==> src/rtl/watchdog_timer.sv <==
// rtl/watchdog_timer.sv - memory-mapped two-stage watchdog (warn, then reset request)
//
// Purpose: firmware must write KICK_KEY to the KICK register periodically.
// A missed period raises warn; a second missed period, or a kick with the
// wrong key, drives reset_request high for PULSE_CYCLES clocks.
//
// Ports:
//   clk            system clock
//   reset          asynchronous active-high reset
//   sel            block selected, held until ready
//   wstrb[3:0]     byte write strobes, 0 = read
//   addr[1:0]      word index: 0 CTRL, 1 LOAD, 2 COUNT, 3 KICK
//   data_i[31:0]   write data
//   ready          one-cycle access-complete pulse
//   data_o[31:0]   read data, zero unless ready=1
//   warn           first timeout has occurred (level)
//   reset_request  bite pulse to the reset controller
module watchdog_timer #(
  parameter int          PRESCALE_BITS = 8,
  parameter int          PULSE_CYCLES  = 16,
  parameter logic [31:0] KICK_KEY      = 32'h5A5AA5A5
) (
  input  logic        clk,
  input  logic        reset,
  input  logic        sel,
  input  logic [3:0]  wstrb,
  input  logic [1:0]  addr,
  input  logic [31:0] data_i,
  output logic        ready,
  output logic [31:0] data_o,
  output logic        warn,
  output logic        reset_request
);

  typedef enum logic [1:0] {IDLE, RUN, WARN, BITE} state_t;

  state_t                   state, state_n;
  logic                     served;
  logic                     en, lock;
  logic [23:0]              load, count;
  logic [PRESCALE_BITS-1:0] psc;
  logic [7:0]               pulse_cnt;

  logic        wr, wr_ctrl, wr_load, kick, kick_ok;
  logic        tick, counting;
  logic        reload, set_warn, clr_warn, clr_en;
  logic [31:0] rdata;

  // Writes take effect at the end of the ready cycle.
  assign wr       = ready & sel & (wstrb != 4'b0000);
  assign wr_ctrl  = wr & (addr == 2'd0) & wstrb[0] & ~lock & (state != BITE);
  assign wr_load  = wr & (addr == 2'd1) & ~lock;
  assign kick     = wr & (addr == 2'd3) & (wstrb == 4'hF);
  assign kick_ok  = kick & (data_i == KICK_KEY);
  assign tick     = &psc;
  assign counting = (state == RUN) || (state == WARN);

  // Priority inside RUN/WARN: disable, then kick, then expiry.
  always_comb begin
    state_n  = state;
    reload   = 1'b0;
    set_warn = 1'b0;
    clr_warn = 1'b0;
    clr_en   = 1'b0;
    case (state)
      IDLE: begin
        if (wr_ctrl && data_i[0]) begin
          state_n  = RUN;
          reload   = 1'b1;
          clr_warn = 1'b1;
        end
      end
      RUN, WARN: begin
        if (wr_ctrl && !data_i[0]) begin
          state_n  = IDLE;
          clr_warn = 1'b1;
        end else if (kick_ok) begin
          state_n  = RUN;
          reload   = 1'b1;
          clr_warn = 1'b1;
        end else if (kick) begin
          state_n = BITE;
        end else if (tick && (count == 24'd0)) begin
          if (state == RUN) begin
            state_n  = WARN;
            set_warn = 1'b1;
            reload   = 1'b1;
          end else begin
            state_n = BITE;
          end
        end
      end
      BITE: begin
        if (pulse_cnt == 8'(PULSE_CYCLES - 1)) begin
          state_n  = IDLE;
          clr_warn = 1'b1;
          clr_en   = 1'b1;
        end
      end
      default: state_n = IDLE;
    endcase
  end

  always_ff @(posedge clk or posedge reset) begin
    if (reset) begin
      state <= IDLE;
    end else begin
      state <= state_n;
    end
  end

  // Counter datapath. The prescaler only advances while the machine stays
  // in a counting state, so it freezes as soon as we leave RUN/WARN.
  always_ff @(posedge clk or posedge reset) begin
    if (reset) begin
      count     <= 24'hFFFFFF;
      psc       <= '0;
      pulse_cnt <= 8'd0;
      warn      <= 1'b0;
      en        <= 1'b0;
      lock      <= 1'b0;
      load      <= 24'hFFFFFF;
    end else begin
      if (reload) begin
        count <= load;
        psc   <= '0;
      end else if (counting && (state_n == RUN || state_n == WARN)) begin
        psc <= psc + 1'b1;
        if (tick && (count != 24'd0)) begin
          count <= count - 24'd1;
        end
      end

      if (state == BITE) begin
        pulse_cnt <= pulse_cnt + 8'd1;
      end else begin
        pulse_cnt <= 8'd0;
      end

      if (clr_warn) begin
        warn <= 1'b0;
      end else if (set_warn) begin
        warn <= 1'b1;
      end

      if (clr_en) begin
        en <= 1'b0;
      end else if (wr_ctrl) begin
        en <= data_i[0];
      end

      if (wr_ctrl && data_i[1]) begin
        lock <= 1'b1;
      end

      for (int i = 0; i < 3; i++) begin
        if (wr_load && wstrb[i]) begin
          load[8*i +: 8] <= data_i[8*i +: 8];
        end
      end
    end
  end

  // Registered so the reset path sees a glitch-free level; the async reset
  // still drops it immediately.
  always_ff @(posedge clk or posedge reset) begin
    if (reset) begin
      reset_request <= 1'b0;
    end else begin
      reset_request <= (state_n == BITE);
    end
  end

  always_comb begin
    rdata = 32'd0;
    case (addr)
      2'd0: rdata = {30'd0, lock, en};
      2'd1: rdata = {8'd0, load};
      2'd2: rdata = {8'd0, count};
      2'd3: rdata = {30'd0, reset_request, warn};
      default: rdata = 32'd0;
    endcase
  end

  // One ready pulse per sel assertion; served blocks a second access until
  // sel drops.
  always_ff @(posedge clk or posedge reset) begin
    if (reset) begin
      served <= 1'b0;
      ready  <= 1'b0;
      data_o <= 32'd0;
    end else if (!sel) begin
      served <= 1'b0;
      ready  <= 1'b0;
      data_o <= 32'd0;
    end else if (!served) begin
      served <= 1'b1;
      ready  <= 1'b1;
      data_o <= (wstrb == 4'b0000) ? rdata : 32'd0;
    end else begin
      ready  <= 1'b0;
      data_o <= 32'd0;
    end
  end

endmodule

==> config.mk <==
export PLATFORM = sky130hd
export DESIGN_NAME = watchdog_timer
export DESIGN_NICKNAME = d
export VERILOG_FILES = /design/src/rtl/watchdog_timer.sv
export SDC_FILE = /design/constraint.sdc
export NUM_CORES = 1
export LEC_CHECK = 0
export ABC_AREA = 0
export ABC_CLOCK_PERIOD_IN_PS = 4380
export BUFFER_PORTS_ARGS = -buffer_cell sky130_fd_sc_hd__clkbuf_2
export CAP_MARGIN = 5
export CORE_MARGIN = 3
export CORE_UTILIZATION = 40
export DETAILED_ROUTE_END_ITERATION = 7
export PLACE_DENSITY = 0.59
export REMOVE_ABC_BUFFERS = 1
export SLEW_MARGIN = 10
export SYNTH_ARGS = -nofsm -noshare
export SYNTH_HDL_FRONTEND = slang
export SYNTH_SLANG_ARGS = --single-unit
==> constraint.sdc <==
create_clock -name clk -period 4.38 [get_ports clk]
set_input_delay 0 -clock clk [delete_from_list [all_inputs] [get_ports clk]]
set_output_delay 0 -clock clk [all_outputs]
set_load 0.01 [all_outputs]
[Word-level counts from Yosys, hierarchy flattened]
Index checks and enable logic that the tools add are counted.
Operators by class
  $add $sub $neg: 3
  muxes and demuxes: 40
  equal/unequal tests: 13
  bitwise logic cells: 12
  reduce and logical (&&, ||, !) cells: 25
Operators by type and width (number)
  32-bit case mux with 4 select lines: 1
  32-bit 2-to-1 mux: 3
  24-bit 2-to-1 mux: 3
  32-bit by 31-bit == test with 1-bit output, second input constant: 1
  24-bit zero test: 1
  8-bit 2-to-1 mux: 3
  24-bit nonzero test: 1
  24-bit by 1-bit subtractor with 24-bit output, second input constant: 1
  1-bit 2-to-1 mux: 21
  8-bit by 1-bit adder with 8-bit output, second input constant: 2
  2-bit == test, second input constant: 6
  2-bit 2-to-1 mux: 6
  1-bit bitwise AND: 11
  1-bit logical AND: 9
  8-bit by 4-bit == test with 1-bit output, second input constant: 1
  8-bit AND reduction: 1
  2-bit nonzero test: 4
  2-bit by 1-bit == test with 1-bit output, second input constant: 3
  2-bit case mux with 3 select lines: 1
  4-bit == test, second input constant: 1
  2-bit zero test: 2
  4-bit zero test: 1
  4-bit nonzero test: 1
  1-bit case mux with 3 select lines: 1
  7 further kinds: 8
Word-level totals
  output and inout port bits: 35
  input bits: 41
  logic and storage cells: 107
  register bits: 104

[Longest topological paths before layout]
Gate-level depths: netlist of the first run.
  depth after elaboration: 14
  depth in mapped cells: 16
  depth with buffers taken out: 15

[Worst setup path before layout of the first run]
OpenSTA, ideal clock, no wires.
  path kind: reg-to-reg
  start: register state[0]
  end: register count[22]
  buffers on the path: 1
  stages on the path, launching flop included: 15
  setup time: 0.086 ns
  period minus slack after synthesis: 3.679 ns
  data arrival time: 3.593 ns
  data required time: 4.294 ns
  setup slack: 0.701 ns
  path through: dfrtp_1 -> ha_1 -> or4b_4 -> nor3_1 -> and3_1 -> nor2_1 -> o21a_1 -> ha_1 -> nand2_1 -> nor3_1 -> o31ai_4 -> buf_4 -> or4_1 -> a222oi_1 -> nor2_1
Between the ends
  elaborated cells on any way between the ends: 33
  those cells by class: eq/ne: 6; mux: 16; bitwise: 1; reduce/logical: 10
RTL lines
  from (decl): line 37  | state_t state, state_n;
  from (signal assigned): line 108  | state <= state_n;
  2-bit inequality test: line 51  | assign wr_ctrl = wr & (addr == 2'd0) & wstrb[0] & ~lock & (state != BITE);
  1-bit bitwise AND: line 51
  1-bit logical AND, on equally long branches: line 74, 67
  2-bit 2-to-1 mux, on equally long branches: line 74, 67
  2-bit case mux with 3 select lines *: line 65  | case (state)
  via state_n[1]: line 37
  2-bit by 1-bit == test with 1-bit output / 2-bit == test (equally long branches): line 127  | end else if (counting && (state_n == RUN || state_n == WARN)) begin
  1-bit logical OR *: line 127
  1-bit logical AND *: line 127
  2-bit nonzero test (no line) *
  2-bit AND reduction (no line) *
  to (signal assigned): line 125  | count <= load;
  to (signal assigned): line 130  | count <= count - 24'd1;
  to (decl): line 40  | logic [23:0] load, count;
Mark *: on every way through the listed nets, which the timed path passes. The rest lies on a longest branch.
A chain may end at the register's enable or synchronous reset.

[Worst setup path in the final report of the first run]
  start: register state[0]
  end: register count[21]
The elaborated chain is that of the path after synthesis.

==> results of run 1 <==
-- metrics by stage --
| stage | util [%] | hold WS, ns | area [um^2] | worst slack (ns) | power (mW) |
|---|---|---|---|---|---|
| 2_1_floorplan | - | 0.0314 | 4980 | 0.488 | 1.49 |
| 3_5_place_dp | 45.6 | 0.133 | 5590 | 0.339 | 1.65 |
| 6_report | 50.3 | 0.0284 | 6160 | 0.410 | 2.48 |
| 5_1_grt | 50.3 | 0.0484 | 6160 | 0.139 | 2.61 |
| 3_3_place_gp | 45.6 | 0.125 | 5590 | 0.478 | 1.64 |
| 4_1_cts | 50.2 | 0.00566 | 6160 | 0.280 | 2.50 |
-- cells by family after synthesis --
logic type / Yosys count / synth area share [%]
AO/OA/AOI/OAI: 100 / 15.4
XOR/XNOR: 16 / 2.74
adder cells (fa/ha/maj): 9 / 2.20
buffers and inverters: 38 / 3.91
flip-flops: 96 / 48.1
multiplexers: 28 / 6.60
other: 1 / 0.0732
AND/OR/NAND/NOR: 195 / 21.0
-- report_power, final --
| group | internal (mW) | leakage (nW) | switching (mW) |
|---|---|---|---|
| Combinational | 0.220 | 1.33 | 0.287 |
| Clock | 0.493 | 0.152 | 0.325 |
| Sequential | 1.04 | 1.16 | 0.115 |
-- worst max-delay path, cell delays in order, from the launching register on --
cell      delay [ns]
dfrtp_1         0.43
ha_1            0.24
or4b_4          0.55
nor3_1          0.35
and3_1          0.28
nor2_1          0.05
o21a_1          0.19
ha_1            0.28
nand2_1         0.08
nor3_2          0.24
o31ai_4         0.22
a21o_1          0.33
or4_1           0.51
o211ai_1        0.10
-- metal layers --
metal	wire length, um	GRT usage, %
met5	0	0
met4	425	10.2
met3	722	3.23
met2	6670	33.2
met1	6120	26.8
-- cell usage after synthesis, types with 3 or more instances --
cell,number,area [um^2]
a21o_1,5,37.5
a21oi_1,16,80.1
a221o_1,5,50.1
a22oi_1,22,165
and2_1,3,18.8
and3_1,11,68.8
buf_2,4,20.0
buf_4,10,75.1
clkbuf_1,13,48.8
dfrtp_1,48,1200
dfstp_2,48,1260
ha_1,9,113
inv_1,8,30.0
mux2_2,26,293
nand2_1,21,78.8
nand3_1,26,130
nand4_1,11,68.8
nor2_1,51,191
nor2b_1,3,18.8
nor3_1,12,60.1
nor4_1,6,37.5
nor4b_1,3,26.3
nor4bb_1,4,40.0
o211ai_1,10,75.1
o21ai_0,9,45.0
o31a_1,5,43.8
o41a_1,3,33.8
or2_2,6,37.5
or3_1,15,93.8
or4_1,8,60.1
xnor2_1,7,61.3
xor2_1,9,78.8
-- timing repair --
| action | CTS | global route |
|---|---|---|
| setup buffers | 0 | 0 |
| gates resized for setup | 0 | 1 |
| hold endpoints to repair | 56 | 0 |
| endpoints found under the setup margin | 0 | 4 |
| hold buffers | 26 | 0 |
-- sequential cells by signal, indices dropped and copies added (netlist names) --
| name | cells |
|---|---|
| state | 2 |
| served | 1 |
| en | 1 |
| data_o | 24 |
| count | 24 |
| reset_request | 1 |
| pulse_cnt | 8 |
| warn | 1 |
| load | 24 |
| ready | 1 |
| psc | 8 |
| lock | 1 |
-- area by class of cell --
class	instances	area (um^2)
tap	168	210
fill	1134	6100
timing repair buffer	101	656
inverter	9	36.3
clock buffer	14	275
sequential	96	2460
clock inverter	2	35.0
multi-input combinational	356	2490
-- worst paths after layout --
kind	startpoint	to	slack [ns]	depth (start not counted)
max	state[0]$_DFF_PP0_	count[21]$_DFFE_PP1P_	0.41	13
min	wstrb[3]	data_o[0]$_DFF_PP0_	0.03	3
max reg2reg	state[0]$_DFF_PP0_	count[21]$_DFFE_PP1P_	0.41	13
min reg2reg	served$_DFF_PP0_	ready$_DFF_PP0_	0.42	1
max in group asynchronous	reset	count[17]$_DFFE_PP1P_	3.07	4
min in group asynchronous	reset	data_o[10]$_DFF_PP0_	0.30	3
==> impl_metrics.json, run 1 <==
{
  "status": "finished, final reports clean",
  "cp_max_fo": 16,
  "synth_warnings": 0,
  "power_density_nw_per_um2": 403,
  "grt_pass1_wl_um": 22700,
  "grt_pass1_vias": 4271,
  "tns_ns": 0,
  "cts_made_buffers": 9,
  "io_buffers": 67,
  "period_needed_ns": 3.97,
  "dp.cells": 704,
  "max_freq_mhz": 252,
  "synth.yosys.seq_area_share_pct": 48.1,
  "worst_pin_slew_ns": 0.866,
  "drtAntennaViolNets": 0,
  "cts.clk_slew.worst_paths_ns": 0.06,
  "rows": 40,
  "syn_to_final_growth_pct": 20.4,
  "period_share_pct": 90.6,
  "path_class": "register to register",
  "clock_skew_ns": 0.00856,
  "cts_tree": "built",
  "synthesis.area_um2": 5120,
  "core_um2": 12300,
  "design.portCount": 76,
  "final_cell_mix": "clkbuf_2 (67), nor2_1 (51), dfstp_2 (48), dfrtp_1 (48)",
  "grt_max_degree": 51,
  "crit_path_start_kind": "register",
  "rsz0062_at_grt": "no",
  "track_usage_pct": 20.5,
  "gp_congestion": 0.900,
  "synth_flop_cell": "dfstp_2",
  "fin_cells": 746,
  "hold_path.class": "primary input to register",
  "grt.overflow.total": 0,
  "die_x_um": 119,
  "drtIter0Drc": 316,
  "required_ns": 4.65,
  "dp_hpwl_um": 9870,
  "final_nets": 623,
  "post_drt_via_cell_ratio": 5.76,
  "diodes": 0,
  "peakVddDrop_mv": 0.182,
  "setup_viol": 0,
  "dr.pass1.iters": 5,
  "synth-edff-count": 0,
  "cap_violations": 0,
  "synthDistinctLibCells": 68,
  "h-tree-depth": 3,
  "clock_latency_ns": 0.35,
  "clock-root-buffer": "clkbuf_16",
  "start_util_pct": 41.8,
  "power_leakage_nw": 2.64,
  "routed_wirelength_um": 13900,
  "layout_commonest_cell": "clkbuf_2",
  "die_area_um2": 14200,
  "route.detailed.drc": 0,
  "synthCells": 483,
  "synthArstFlopShare_pct": 100,
  "finalHoldViolations": 0,
  "vias": 4300,
  "drive_gt1_share_pct": 32.0,
  "syn_avg_cell_area_um2": 10.6,
  "ys_ff_latch": 96,
  "slew_viol_final": 0,
  "die_y_um": 119,
  "max_slew_margin_pct": 42.1,
  "antenna_found_initial": 0,
  "crit_path_end_kind": "register",
  "clockBufferDepth": 2,
  "cts.sinks": 96,
  "worstPathArrival_ns": 4.24,
  "wire_per_inst_um": 18.7
}
Power figures use the tool's default switching activity.
==> inputs of run 2 (changes only) <==
ABC_AREA = 1   (was 0)
==> impl_metrics.json, run 2 <==
{
  "period_needed_ns": 3.09,
  "nFillCells": 1235,
  "grt_pass1_vias": 4459,
  "synth-edff-count": 0,
  "power_density_nw_per_um2": 321,
  "tns_ns": 0,
  "status": "finished, final reports clean",
  "yosysMostFrequentCell": "nand2_1",
  "yosys-top-cells-area": "dfstp_2 (24%), dfrtp_1 (23%), nand2_1 (11%), nand3_1 (9.7%), nor2_1 (4.7%)",
  "power_leakage_nw": 2.90,
  "power.total_mw": 1.97,
  "max_freq_mhz": 324,
  "ys_ff_latch": 96,
  "syn_to_final_growth_pct": 19.2,
  "rows": 40,
  "drtIter0Drc": 281,
  "cp_max_fo": 15,
  "worst_pin_slew_ns": 0.909,
  "drive_gt1_share_pct": 21.2,
  "p_sw_mw": 0.515,
  "cts_made_buffers": 9,
  "post_drt_via_cell_ratio": 4.93,
  "clockBufferDepth": 2,
  "h-tree-depth": 3,
  "power_frac_seq_pct": 48.8,
  "power_switching_share_pct": 26.1,
  "diodes": 0,
  "design.portCount": 76,
  "peakVddDrop_mv": 0.175,
  "dr.pass1.iters": 5,
  "antenna_found_initial": 0,
  "worstPathArrival_ns": 3.39,
  "drtAntennaViolNets": 0,
  "syn_avg_cell_area_um2": 7.95,
  "clock_latency_ns": 0.35,
  "layout_commonest_cell": "nand2_1",
  "post_cts_resize_count": 0,
  "critical_path.top_delay_family": "simple AND/OR/NAND/NOR gates",
  "cts_tree": "built",
  "wire_per_inst_um": 14.0,
  "start_util_pct": 41.9,
  "cap_violations": 0,
  "die_x_um": 120,
  "hold_path.class": "primary input to register",
  "grt_pass1_wl_um": 21400,
  "die_area_um2": 14300,
  "synthArstFlopShare_pct": 100,
  "finalHoldViolations": 0,
  "crit_chain": "ha_1 -> inv_2 -> nand2_1 -> nor2_1 -> nand3_1 -> nand2_1 -> inv_2 -> nand2_1 -> inv_1 -> o211ai_1 -> o21ai_0 -> ha_1 -> nand2_1 -> nor2_1 -> nand2_1 -> inv_2 -> nand2_1 -> o21ai_0 -> nand2_1 -> nand2_1 -> o21ai_1 -> inv_1",
  "required_ns": 4.68,
  "grt.overflow.total": 0,
  "dp_hpwl_um": 8960,
  "path_class": "register to register",
  "cts.sinks": 96,
  "vias": 4480,
  "synth_warnings": 0,
  "routed_wirelength_um": 12700,
  "gp_congestion": 0.843,
  "max_slew_margin_pct": 39.3,
  "route.detailed.drc": 0,
  "die_y_um": 120,
  "track_usage_pct": 18.7,
  "cts.clk_slew.worst_paths_ns": 0.06,
  "synth_common_cells": "nand2_1 (152), nand3_1 (100), nor2_1 (64)",
  "synthesis.area_um2": 5150,
  "hold-worst-slack_ns": 0.0265,
  "synthCells": 648,
  "clock-root-buffer": "clkbuf_16",
  "combPwrFrac_pct": 13.8,
  "internal_power_mw": 1.45,
  "io_buffers": 67,
  "crit_path_end_kind": "register",
  "core_um2": 12300,
  "cpMostUsedCell": "nand2_1",
  "rsz0062_at_grt": "no",
  "final_nets": 785,
  "cp_slowest_stage_delay_ns": 0.42,
  "slew_viol_final": 0,
  "path_buf_inv": 5,
  "utilization_pct": 49.9,
  "crit_path_start_kind": "register",
  "synthDistinctLibCells": 35,
  "clock_skew_ns": 0.00604,
  "grt_max_degree": 73,
  "synth.yosys.seq_area_share_pct": 47.8,
  "clkPwrFrac_pct": 37.5,
  "period_share_pct": 70.5,
  "yosys.area.top_type": "dfstp_2",
  "slowest_stage": "dfrtp_1",
  "setup_viol": 0,
  "synth_flop_cell": "dfstp_2",
  "reg_top3": "count (24), data_o (24), load (24)",
  "yosysTopAreaCellShare_pct": 24.5,
  "final_cell_mix": "nand2_1 (152), nand3_1 (100), clkbuf_2 (67), nor2_1 (64), inv_1 (62)"
}
==> run 2: cell types whose count changed in the layout (fill, tap and decap cells not counted), moves of 9 or more <==
cell / delta
mux2_2: -15
and3_1: -11
nand3_1: +74
o21ai_0: +15
a21oi_1: +15
nor2_1: +13
a22oi_1: -21
or3_1: -15
inv_1: +55
nand2_1: +131
xor2_1: +9
==> run 2: cell families after synthesis <==
kind of cell / share of synthesized area [%]
buf+inv: 8.25
other cells: 0.0728
mux: 2.40
simple gates: 28.7
fa+ha+maj: 2.19
xor+xnor: 3.74
flops: 47.8
compound gates: 6.82
==> run 2: final cells by class <==
type	count	area, um^2	share of cell area, %
Sequential cell	96	2460	40.1
Tap cell	168	210	3.42
Clock buffer	16	272	4.42
Inverter	69	260	4.24
Timing Repair Buffer	100	646	10.5
Multi-Input combinational cell	459	2290	37.3
==> run 2: power by group through the flow <==
stage,clock network (mW),registers [mW],logic [mW]
finish,0.738,0.960,0.271
global route,0.796,0.964,0.315
CTS,0.758,0.960,0.275
detailed placement,0,0.974,0.256
global placement,0,0.972,0.255
floorplan,0,0.968,0.184
==> run 2: worst register-to-register path, cell delays in order, from the launching register on <==
cell and delay (ns):
dfrtp_1 0.42, ha_1 0.29, inv_2 0.08, nand2_1 0.04, nor2_1 0.13, nand3_1 0.12
nand2_1 0.12, inv_2 0.05, nand2_1 0.06, inv_1 0.04, o211ai_1 0.14, o21ai_0 0.15
ha_1 0.32, nand2_1 0.15, nor2_1 0.15, nand2_1 0.09, inv_2 0.22, nand2_1 0.08
o21ai_0 0.14, nand2_1 0.07, nand2_1 0.06, o21ai_1 0.06, inv_1 0.06
==> run 2: stage by stage <==
| step | area, um^2 | setup slack [ns] | instances |
|---|---|---|---|
| 6_report | 6140 | 1.29 | 908 |
| 5_1_grt | 6140 | 0.885 | 908 |
| 4_1_cts | 6140 | 1.29 | 908 |
| 3_5_place_dp | 5620 | 1.29 | 867 |
| 3_3_place_gp | 5620 | 1.36 | 867 |
| 2_1_floorplan | 5010 | 0.926 | 624 |
==> run 2: repair_timing <==
| action | 4_1_cts | 5_1_grt |
|---|---|---|
| endpoints found under the setup margin | 0 | 0 |
| endpoints found under the hold margin | 49 | 0 |
| hold buffers | 25 | 0 |
| setup buffers | 0 | 0 |
==> run 2: metal layers <==
| layer | wire (um) | share of wire [%] | track usage, % |
|---|---|---|---|
| met3 | 539 | 4.2 | 3.72 |
| met4 | 230 | 1.8 | 6.23 |
| met5 | 0 | 0 | 0 |
| met1 | 5810 | 46 | 24.0 |
| met2 | 6140 | 48 | 31.6 |
==> run 2: worst paths after layout <==
kind | slack [ns] | to | cells past startpoint | start
worst max-delay path | 1.29 | count[23]$_DFFE_PP1P_ | 22 | state[0]$_DFF_PP0_
worst min-delay path | 0.03 | load[1]$_DFFE_PP1P_ | 3 | data_i[1]
worst max register to register | 1.29 | count[23]$_DFFE_PP1P_ | 22 | state[0]$_DFF_PP0_
worst min register to register | 0.43 | ready$_DFF_PP0_ | 1 | served$_DFF_PP0_
max in group asynchronous | 2.97 | data_o[20]$_DFF_PP0_ | 4 | reset
min in group asynchronous | 0.17 | psc[6]$_DFFE_PP0P_ | 3 | reset
==> inputs of run 3 (changes only) <==
ABC_CLOCK_PERIOD_IN_PS = 3200   (was 4380)
clock period = 3.2 ns   (was 4.38 ns; I/O delays follow)
==> impl_metrics.json, run 3 (synthesized netlist as in run 2, its figures left out) <==
{
  "finalHoldViolations": 0,
  "layout_commonest_cell": "nand2_1",
  "drtAntennaViolNets": 0,
  "design.portCount": 76,
  "gp_congestion": 0.824,
  "worstPathArrival_ns": 3.13,
  "cp_max_fo": 6,
  "required_ns": 3.48,
  "dr.pass1.iters": 5,
  "max_freq_mhz": 350,
  "h-tree-depth": 3,
  "cap_violations": 0,
  "multi_input_area_um2": 2300,
  "vias": 4504,
  "clock-root-buffer": "clkbuf_16",
  "period_needed_ns": 2.85,
  "dp.cells": 869,
  "clock_skew_ns": 0.00495,
  "slew_viol_final": 0,
  "hold-worst-slack_ns": 0.0258,
  "crit_path_end_kind": "register",
  "clockBufferDepth": 2,
  "die_y_um": 120,
  "power_frac_seq_pct": 48.0,
  "rows": 40,
  "setup_viol": 0,
  "power_leakage_nw": 2.93,
  "post_cts_buffers": 0,
  "core_um2": 12300,
  "final_nets": 788,
  "clkPwrFrac_pct": 37.8,
  "seq_area_um2": 2460,
  "period_share_pct": 89.2,
  "slowest_stage": "dfstp_2",
  "p_sw_mw": 0.724,
  "drtIter0Drc": 206,
  "die_x_um": 120,
  "post_drt_via_cell_ratio": 4.94,
  "final_cell_mix": "nand2_1 (151), nand3_1 (100), clkbuf_2 (67), nor2_1 (64), inv_1 (62)",
  "routed_wirelength_um": 12800,
  "power_switching_share_pct": 26.4,
  "wire_per_inst_um": 14.1,
  "nFillCells": 1214,
  "drive_gt1_share_pct": 22.3,
  "syn_to_final_growth_pct": 20.4,
  "cts.clk_slew.worst_paths_ns": 0.06,
  "dp_hpwl_um": 9170,
  "reg_top3": "count (24), data_o (24), load (24)",
  "start_util_pct": 41.9,
  "route.detailed.drc": 0,
  "tns_ns": 0,
  "cts.sinks": 96,
  "crit_path_start_kind": "register",
  "grt_pass1_vias": 4569,
  "worst_pin_slew_ns": 1.07,
  "internal_power_mw": 2.01,
  "clock_latency_ns": 0.35,
  "fin_cells": 911,
  "power_density_nw_per_um2": 441,
  "crit_chain": "inv_1 -> ha_1 -> nand3_1 -> nor2_1 -> nand3_1 -> nor2_2 -> nor2_1 -> nand2_1 -> o211ai_1 -> o21ai_1 -> ha_1 -> nand2_2 -> nor3b_2 -> nand2_1 -> nor2_1 -> nand2_1 -> xor2_1 -> nor2_1",
  "cpMostUsedCell": "nor2_1",
  "hold_path.class": "primary input to register",
  "max_slew_margin_pct": 28.9,
  "status": "finished, final reports clean",
  "grt.overflow.total": 0,
  "die_area_um2": 14300,
  "grt_max_degree": 62,
  "cp_slowest_stage_delay_ns": 0.55,
  "peakVddDrop_mv": 0.263,
  "path_class": "register to register",
  "io_buffers": 67,
  "cts_tree": "built",
  "combPwrFrac_pct": 14.2,
  "track_usage_pct": 19.1,
  "diodes": 0,
  "grt_pass1_wl_um": 22100,
  "cts_made_buffers": 9,
  "antenna_found_initial": 0,
  "rsz0062_at_grt": "no",
  "critical_path.top_delay_family": "simple AND/OR/NAND/NOR gates",
  "path_buf_inv": 1
}
[run 3: cell types whose count changed in the layout (fill, tap and decap cells not counted), sizes merged]
cell         delta
clkbuf          -3
dlygate4sd3     +1
clkinv          +3
buf             +2
[run 3: worst paths after layout]
| kind | from | to | slack [ns] | depth (start not counted) |
|---|---|---|---|---|
| setup / recovery | count[0]$_DFFE_PP1P_ | psc[7]$_DFFE_PP0P_ | 0.35 | 18 |
| hold / removal | addr[0] | data_o[0]$_DFF_PP0_ | 0.03 | 3 |
| setup reg to reg | count[0]$_DFFE_PP1P_ | psc[7]$_DFFE_PP0P_ | 0.35 | 18 |
| hold reg to reg | served$_DFF_PP0_ | ready$_DFF_PP0_ | 0.43 | 1 |
| max in group asynchronous | reset | count[21]$_DFFE_PP1P_ | 1.98 | 4 |
| min in group asynchronous | reset | en$_DFFE_PP0P_ | 0.44 | 3 |
[run 3: power by group through the flow]
stage | Combinational (mW) | Sequential [mW] | Clock [mW]
floorplan | 0.252 | 1.32 | 0
global placement | 0.355 | 1.33 | 0
detailed placement | 0.357 | 1.33 | 0
CTS | 0.385 | 1.31 | 1.07
global route | 0.453 | 1.32 | 1.12
finish | 0.388 | 1.31 | 1.04
[run 3: what timing repair did]
item,4_1_cts,5_1_grt
hold buffers,26,0
endpoints found under the setup margin,0,25
hold endpoints to repair,59,0
resized for setup,0,5
[run 3: metal layers]
layer	part of all wire (%)	up-vias	track usage [%]	routed length, um
met1	45	2131	24.7	5780
li1	-	2262	-	-
met5	0	-	0	0
met3	5.0	12	4.19	641
met4	1.4	0	5.30	180
met2	49	99	32.5	6220
[run 3: stage by stage]
step	total power [mW]	worst slack [ns]	util, %	area (um^2)
after floorplan	1.58	-0.254	-	5010
after global placement	1.69	0.227	45.9	5650
after detailed placement	1.69	0.162	45.9	5650
after CTS	2.77	0.117	50.3	6190
after global routing	2.89	0.0249	50.4	6210
final	2.74	0.346	50.4	6210
[run 3: worst min-delay path, cell delays in order]
cell	delay (ns)
clkbuf_2	0.11
nor2_2	0.12
a221oi_1	0.10
[run 3: layout make-up]
cell class              instances  area share, %
clock buffers                  13           4.35
flip-flops and latches         96           39.7
inverters                      69           4.23
clock inverters                 3          0.242
multi-input cells             459           37.1
well taps                     168           3.39
repair buffers                103           11.0
